File: src/rtl/packet_rx.sv
// packet_rx: receive-side framer. Hunts for the HEADER byte, assembles four
// payload bytes MSB-first into a 32-bit word, then checks a trailing CRC-8
// (poly 0xD5, init 0x00, no final XOR). Good words are published on data
// with a data_valid pulse; CRC mismatches pulse crc_err; an inter-byte gap
// of TIMEOUT cycles inside a frame pulses frame_abort.
//
// Optional feature: define PKT_RX_STATS_EN to add saturating good_cnt /
// bad_cnt statistics ports (STAT_W bits wide).
//
// Handshake: byte_valid is a one-cycle strobe with no back-pressure; every
// cycle with byte_valid high delivers exactly one byte on byte_in. All
// outputs except busy are registered one-cycle pulses or held values.
module packet_rx #(
    parameter logic [7:0] HEADER  = 8'hA5,
    parameter int         TIMEOUT = 1024,
    parameter int         STAT_W  = 16
) (
    input  logic              clk,
    input  logic              rst,
    input  logic [7:0]        byte_in,
    input  logic              byte_valid,
    output logic [31:0]       data,
    output logic              data_valid,
    output logic              crc_err,
    output logic              frame_abort,
`ifdef PKT_RX_STATS_EN
    output logic [STAT_W-1:0] good_cnt,
    output logic [STAT_W-1:0] bad_cnt,
`endif
    output logic              busy
);

    localparam logic [1:0] ST_HUNT    = 2'd0;
    localparam logic [1:0] ST_PAYLOAD = 2'd1;
    localparam logic [1:0] ST_CHECK   = 2'd2;

    localparam int                IDLE_W    = $clog2(TIMEOUT + 1);
    localparam logic [IDLE_W-1:0] IDLE_LAST = IDLE_W'(TIMEOUT - 1);

    // One table step T[crc ^ b], computed as the equivalent 8-step serial shift.
    function automatic logic [7:0] crc8_step(input logic [7:0] crc, input logic [7:0] b);
        logic [7:0] c;
        c = crc ^ b;
        for (int i = 0; i < 8; i++) begin
            c = c[7] ? ({c[6:0], 1'b0} ^ 8'hD5) : {c[6:0], 1'b0};
        end
        return c;
    endfunction

    logic [1:0]        state_q, state_d;
    logic [1:0]        idx_q, idx_d;
    logic [7:0]        crc_q, crc_d;
    logic [31:0]       asm_q, asm_d;
    logic [31:0]       data_q, data_d;
    logic [IDLE_W-1:0] idle_q, idle_d;
    logic              dv_q, dv_d;
    logic              ce_q, ce_d;
    logic              ab_q, ab_d;

    // Next-state logic: frame sequencing, CRC accumulation and gap timeout.
    always_comb begin
        state_d = state_q;
        idx_d   = idx_q;
        crc_d   = crc_q;
        asm_d   = asm_q;
        data_d  = data_q;
        idle_d  = idle_q;
        dv_d    = 1'b0;
        ce_d    = 1'b0;
        ab_d    = 1'b0;
        case (state_q)
            ST_HUNT: begin
                // Counter held at zero here, so entry to PAYLOAD starts clean.
                idle_d = '0;
                if (byte_valid && byte_in == HEADER) begin
                    state_d = ST_PAYLOAD;
                    idx_d   = 2'd0;
                    crc_d   = 8'h00;
                end
            end
            ST_PAYLOAD, ST_CHECK: begin
                // A byte arriving on the would-be timeout cycle is accepted.
                if (byte_valid) begin
                    idle_d = '0;
                    if (state_q == ST_PAYLOAD) begin
                        asm_d = {asm_q[23:0], byte_in};
                        crc_d = crc8_step(crc_q, byte_in);
                        idx_d = idx_q + 2'd1;
                        if (idx_q == 2'd3) begin
                            state_d = ST_CHECK;
                        end
                    end else begin
                        if (byte_in == crc_q) begin
                            data_d = asm_q;
                            dv_d   = 1'b1;
                        end else begin
                            ce_d = 1'b1;
                        end
                        state_d = ST_HUNT;
                    end
                end else if (idle_q == IDLE_LAST) begin
                    state_d = ST_HUNT;
                    ab_d    = 1'b1;
                    idle_d  = '0;
                end else begin
                    idle_d = idle_q + 1'b1;
                end
            end
            default: begin
                state_d = ST_HUNT;
            end
        endcase
    end

    // State and datapath registers.
    always_ff @(posedge clk or posedge rst) begin
        if (rst) begin
            state_q <= ST_HUNT;
            idx_q   <= 2'd0;
            crc_q   <= 8'h00;
            asm_q   <= 32'h0;
            data_q  <= 32'h0;
            idle_q  <= '0;
            dv_q    <= 1'b0;
            ce_q    <= 1'b0;
            ab_q    <= 1'b0;
        end else begin
            state_q <= state_d;
            idx_q   <= idx_d;
            crc_q   <= crc_d;
            asm_q   <= asm_d;
            data_q  <= data_d;
            idle_q  <= idle_d;
            dv_q    <= dv_d;
            ce_q    <= ce_d;
            ab_q    <= ab_d;
        end
    end

    assign data        = data_q;
    assign data_valid  = dv_q;
    assign crc_err     = ce_q;
    assign frame_abort = ab_q;
    assign busy        = (state_q != ST_HUNT);

`ifdef PKT_RX_STATS_EN
    logic [STAT_W-1:0] good_q;
    logic [STAT_W-1:0] bad_q;

    // Saturating statistics, updated on the same edge that raises each pulse.
    always_ff @(posedge clk or posedge rst) begin
        if (rst) begin
            good_q <= '0;
            bad_q  <= '0;
        end else begin
            if (dv_d && good_q != {STAT_W{1'b1}}) begin
                good_q <= good_q + 1'b1;
            end
            if ((ce_d || ab_d) && bad_q != {STAT_W{1'b1}}) begin
                bad_q <= bad_q + 1'b1;
            end
        end
    end

    assign good_cnt = good_q;
    assign bad_cnt  = bad_q;
`endif

endmodule

File: config.mk
export PLATFORM = sky130hd
export DESIGN_NAME = packet_rx
export DESIGN_NICKNAME = d
export VERILOG_FILES = /design/src/rtl/packet_rx.sv
export SDC_FILE = /design/constraint.sdc
export NUM_CORES = 1
export LEC_CHECK = 0
export BUFFER_PORTS_ARGS = -buffer_cell sky130_fd_sc_hd__buf_2
export CAP_MARGIN = 15
export CORE_MARGIN = 3
export CORE_UTILIZATION = 35
export CTS_CLUSTER_DIAMETER = 30
export DETAILED_ROUTE_END_ITERATION = 12
export PLACE_DENSITY = 0.57
export SETUP_SLACK_MARGIN = 0.1
export SLEW_MARGIN = 20
export SYNTH_ARGS = -nofsm -noshare
export SYNTH_HDL_FRONTEND = slang
export SYNTH_SLANG_ARGS = --single-unit
File: constraint.sdc
create_clock -name clk -period 7.5 [get_ports clk]
set_clock_uncertainty 0.2 [all_clocks]
set_input_delay 0.75 -clock clk [delete_from_list [all_inputs] [get_ports clk]]
set_output_delay 0.75 -clock clk [all_outputs]
set_load 0.02 [all_outputs]
# [Yosys cells after proc, flatten, opt, wreduce, memory -nomap -nowiden]
# Index checks and enable logic that the tools add are counted.
[word_totals] regBits=90 input_bits=11 latchBits=0 rom_bits=0 ramBits=0 output_inout_bits=36 n_memories=0
[op_classes] n_mul=0 bitwise=10 reduce_logical=9 n_mux=36 magnitude_cmp=0 shifts=0 n_addsub=2 div=0 n_eq_ne=11
[op_table] op="$mux W8" count=11
[op_table] op="$not A5 Y5" count=8
[op_table] op="$mux W11" count=2
[op_table] op="$pmux W11 S2" count=1
[op_table] op="$mux W2" count=8
[op_table] op="$pmux W8 S2" count=1
[op_table] op="$add A11 B1 Y11 const B" count=1
[op_table] op="$eq A11 B10 Y1 const B" count=1
[op_table] op="$mux W1" count=11
[op_table] op="$eq A8 B8 Y1" count=1
[op_table] op="$eq A8 B8 Y1 const B" count=1
[op_table] op="$pmux W2 S2" count=2
[op_table] op="$reduce_and A4 Y1" count=2
[op_table] op="$xor A8 B8 Y8" count=1
[op_table] op="$ne A2 B2 Y1 const B" count=3
[op_table] op="$reduce_and A3 Y1" count=2
[op_table] op="$eq A2 B2 Y1 const B" count=2
[op_table] op="$ne A4 B4 Y1 const B" count=1
[op_table] op="$reduce_bool A2 Y1" count=2
[op_table] op="$ne A3 B3 Y1 const B" count=1
[op_table] op="$add A2 B1 Y2 const B" count=1
[op_table] op="$eq A2 B1 Y1 const B" count=1
[op_table] op="$logic_not A2 Y1" count=1
[op_table] op="$reduce_or A2 Y1" count=1
[op_table] op="2 further kinds" count=2

# [Longest topological paths before layout]
[depth] depth_word=20 depth_mapped=9 mapped_depth_nobuf=7

# [Least setup slack after synthesis]
# Ideal clock, no wire load.
[synth_timing] path_kind="input to register" startpoint="input port byte_in[1]" endpoint="register data_q[0] (netlist: data[0])" n_path_buf=1 setup_slack_ps=5049 t_arrival_ps=2126 setup_ps=125 cell_stages=5 cell_sequence="xnor2_2 nand4_1 nor4_4 buf_2 mux2_2"
[synth_via] elab_chain_cells=2
[synth_rtl] item="from (decl)" line="20" source="input logic [7:0] byte_in,"
[synth_rtl] item="$eq A8 B8 Y1" line="93" source="if (byte_in == crc_q) begin"
[synth_rtl] item="$reduce_and A4 Y1 (no line)"
[synth_rtl] item="to (signal assigned)" line="132" source="data_q <= data_d;"
[synth_rtl] item="to (decl)" line="54" source="logic [31:0] data_q, data_d;"
# Every way passes these cells.
# A chain may end at the register's enable or synchronous reset.

# [Worst setup path after layout]
[layout_timing] startpoint="register state_q[1]" endpoint="register crc_q[5]"
[layout_via] elab_chain_cells=4 elab_cells_between_ends=10 classes_between="eq/ne: 5; mux: 1; reduce/logical: 4"
[layout_rtl] item="from (decl)" line="50" source="logic [1:0] state_q, state_d;"
[layout_rtl] item="from (signal assigned)" line="128" source="state_q <= state_d;"
[layout_rtl] item="$eq A2 B1 Y1 or $eq A2 B2 Y1 (tied branches)" line="71, 85"
[layout_rtl] item="$reduce_or A2 Y1" line="71" source="case (state_q)"
[layout_rtl] item="$ne A2 B2 Y1 (no line) or $reduce_bool A2 Y1 (tied branches)"
[layout_rtl] item="$reduce_and A4 Y1 (no line)"
[layout_rtl] item="to (signal assigned)" line="130" source="crc_q <= crc_d;"
[layout_rtl] item="to (decl)" line="52" source="logic [7:0] crc_q, crc_d;"
# Several ways; a longest one is shown, not always the timed one.

==> results by stage <==
STA:
- The max-slew violation count was 0.
- The share of the clock period used by the worst path is 43.5%.
- The routed design could run at a clock period as short as 3.27 ns.
- Setup repair after global routing left no endpoint under its margin.
- In the final timing run, aggregate negative setup slack is 0 ns.
- The total count of hold-check failures in the final report is 0.
- For the pin with the worst max-slew slack, the measured transition is 0.966 ns.
- The tightest hold path in the finished design has a slack of 0.0981 ns.
- Derived from the worst setup path, the maximum achievable clock frequency is 306 MHz.
- Setup violations remaining at the end of the flow were counted as 0.
- In this run the tightest slew margin relative to its limit is 35.6%.

Pwr:
- After layout, the design draws a total of 0.902 mW.
- The net load switching power is 0.221 mW.
- The maximum VDD drop is 0.0800 mV.
- The sequential share of power is 55.0%.
- In this run, the clock network consumes 35.4% of the power.
- Combinational cells account for 9.6% of the total power.
- The total leakage power is 2.31 nW.
- The proportion of total power due to net switching is 24.5%.
- The total power per unit cell area is 200 nW/um^2.
- The cell-internal power is 0.681 mW.

Floorplanning:
- The floorplan step defined a core boundary enclosing 10,900 um^2.
- The number of I/O pins is 47.
- The floorplan has 38 rows.
- The floorplan step defined a die boundary enclosing 12,500 um^2.
- The die outline height is 112 um.
- The horizontal die dimension is 112 um.
- Once the floorplan was initialized, standard cells occupied 36.1% of the core.

Synthesis:
- The number of nets in the synthesized netlist is 312.
- Each instance of the synthesized netlist takes up on average 13.3 um^2.
- The synthesized netlist contains 40 unique library cells.
- After synthesis, flip-flops and latches occupy 57.3% of the total area.
- Counting flops with a built-in enable in the synthesized netlist gives 0.
- After synthesis the netlist holds a flip-flop and latch count of 90.
- Summing every instance area after synthesis gives 3930 um^2.
- The post-synthesis async set-or-reset flop share is 100%.
- The most used flip-flop cell after synthesis is sky130_fd_sc_hd__dfrtp_1.
- Synthesis produced a netlist whose cell count is 295.
- During synthesis, Yosys emitted a total of 0 warnings.

Detailed routing:
- The final wirelength is 7.18 mm.
- Dividing the detail-routed wire length by the instance count gives 14.7 um.
- The first-pass iteration count of the detailed router is 5.
- The routed layout has 2,370 vias.
- After detailed routing, the number of remaining DRC violations is 0.
- Once detail routing completed, the nets flagged for antenna violations numbered 0.
- The count of routing violations after the opening detailed-route iteration is 97.
- The number of vias per cell after detailed routing is 4.85.

Global routing:
- The largest net degree at the start of global routing is 79.
- The total track usage is 12.4%.
- The total overflow left after global routing is 0.
- The first global-routing pass estimated 12.6 mm of wire.
- The via count of the first global-routing pass is 2,481.
- The initial antenna violation count is 0.

Final layout:
- The repair_antennas step left the layout with diodes totalling 0.
- The most common cell after layout, fill and taps aside is sky130_fd_sc_hd__dfrtp_1.
- The area of all sequential standard cells is 2250 um^2.
- The utilization after layout is 41.3%.
- After the last flow step, the layout net total stands at 361.
- In the layout the commonest cells are sky130_fd_sc_hd__dfrtp_1 (90), sky130_fd_sc_hd__mux2_2 (64), sky130_fd_sc_hd__buf_2 (46).
- The ratio of cells with drive above 1 in the final layout is 38.4%.
- Summing all multi-input logic gate instances after layout gives 1620 um^2.
- The number of fill cells in the layout is 1,033.
- Relative to the synthesized area, the layout overhead comes to 14.5%.

Placed design:
- The placed wire-length estimate after detailed placement is 4.99 mm.
- Buffers placed on the I/O ports in this run total 46.
- At the end of routability-driven placement, the weighted congestion stood at 0.823.

Critical path:
- The worst setup path is launched from a flop.
- The worst setup path is captured at a flop.
- Of all nets on the critical path, the largest fanout is 36.
- The worst-case reg-to-reg path depth is 7.
- The arrival time of the worst setup path is 3.35 ns.
- The critical path is of the reg2reg type.
- The required arrival time at the worst endpoint is 7.59 ns.

Clock network:
- The count of clock tree sinks is 90.
- In this run the clock root is driven by a sky130_fd_sc_hd__clkbuf_8.
- The clock transition at the registers of the reported paths is 0.09 ns.
- The maximum clock path buffer count is 2.
- Post-CTS repair changed the size of 0 cells.
- In this run the number of H-tree levels came out at 3.
- The CTS tree is yes.
- The latest clock arrival within the worst-skew pair is 0.35 ns.
- The number of CTS-inserted buffers is 9.
- Buffers added to address setup during post-CTS repair amount to 0.
- Buffers inserted to repair hold after CTS numbered 0.

Flow run:
- The number of maximum-capacitance constraint violations is 0.

Min path:
- The min-delay analysis places its worst path in the category in2async.

Outcome:
- The run finished with clean final reports.
state kept, by name, summed over array words and instances (netlist names):
name and flops:
frame_abort 1, idx_q 2, asm_q 32, data 32, crc_q 8, state_q 2
crc_err 1, data_valid 1, idle_q 11
worst paths after layout:
check	startpoint	to	slack (ns)
max in group asynchronous	rst	data[8]	5.79
hold reg to reg	idle_q[10]	frame_abort	0.28
setup / recovery	state_q[1]	crc_q[5]	4.23
setup reg to reg	state_q[1]	crc_q[5]	4.23
min in group clk	idle_q[10]	frame_abort	0.28
hold / removal	rst	data[21]	0.1
kinds of logic after synthesis:
logic type / count (synthesis) / synth area share, %
multiplexers: 64 / 18.3
adder cells (fa/ha/maj): 6 / 1.91
buffers and inverters: 15 / 1.56
flip-flops: 90 / 57.3
AO/OA/AOI/OAI: 34 / 6.18
XOR/XNOR: 26 / 6.91
AND/OR/NAND/NOR: 60 / 7.80
metal layers:
layer	vias to the layer above	global-route usage [%]	wire, um	part of all wire (%)
met3	12	2.88	300	4.2
li1	1136	-	-	-
met1	1180	17.4	3550	49
met5	-	0	0	0
met2	42	18.8	3210	45
met4	0	4.81	118	1.6
critical path, cell delays in order, from the launching register on:
cell                       delay [ns]
sky130_fd_sc_hd__dfrtp_1         0.39
sky130_fd_sc_hd__inv_1           0.08
sky130_fd_sc_hd__ha_1            0.43
sky130_fd_sc_hd__nand3_2         0.71
sky130_fd_sc_hd__a21boi_0        0.37
sky130_fd_sc_hd__nand2b_1        0.38
sky130_fd_sc_hd__or4_1           0.56
sky130_fd_sc_hd__nand3_1         0.09
cell type report:
cell class	instances	area share (%)
well taps	140	3.89
clock inverters	4	1.17
flip-flops and latches	90	50.0
inverters	5	0.445
clock buffers	12	3.00
repair buffers	48	5.45
multi-input cells	190	36.0
Yosys cell counts (2+ instances only):
cell type                  count  area, um^2
sky130_fd_sc_hd__o21bai_1      2        15.0
sky130_fd_sc_hd__a22o_1        4        35.0
sky130_fd_sc_hd__nand2b_1      4        25.0
sky130_fd_sc_hd__nand2_1      19        71.3
sky130_fd_sc_hd__a31oi_1       5        31.3
sky130_fd_sc_hd__nor3_1        7        35.0
sky130_fd_sc_hd__nor2b_1       2        12.5
sky130_fd_sc_hd__inv_1         5        18.8
sky130_fd_sc_hd__xor2_1        7        61.3
sky130_fd_sc_hd__nand3b_1      3        22.5
sky130_fd_sc_hd__nor4_1        2        12.5
sky130_fd_sc_hd__xnor2_1      15         131
sky130_fd_sc_hd__o21ai_0      10        50.1
sky130_fd_sc_hd__ha_1          6        75.1
sky130_fd_sc_hd__clkbuf_1      6        22.5
sky130_fd_sc_hd__mux2_2       64         721
sky130_fd_sc_hd__buf_2         4        20.0
sky130_fd_sc_hd__nand3_1       6        30.0
sky130_fd_sc_hd__nor2_1       11        41.3
sky130_fd_sc_hd__dfrtp_1      90        2250
sky130_fd_sc_hd__a21o_1        4        30.0
power by group through the flow:
| stage | sequential, mW | combinational [mW] | clock [mW] |
|---|---|---|---|
| after CTS | 0.496 | 0.0885 | 0.333 |
| final | 0.496 | 0.0865 | 0.319 |
| after global placement | 0.505 | 0.0869 | 0 |
| after floorplan | 0.504 | 0.0674 | 0 |
| after global routing | 0.497 | 0.0973 | 0.354 |
| after detailed placement | 0.506 | 0.0881 | 0 |
stage by stage:
step,cell area [um^2],worst slack (ns),instances
2_1_floorplan,3930,4.21,295
3_3_place_gp,4310,4.30,473
3_5_place_dp,4310,4.20,473
4_1_cts,4500,4.18,489
5_1_grt,4500,3.89,489
6_report,4500,4.23,489
Power figures use the tool's default switching activity.
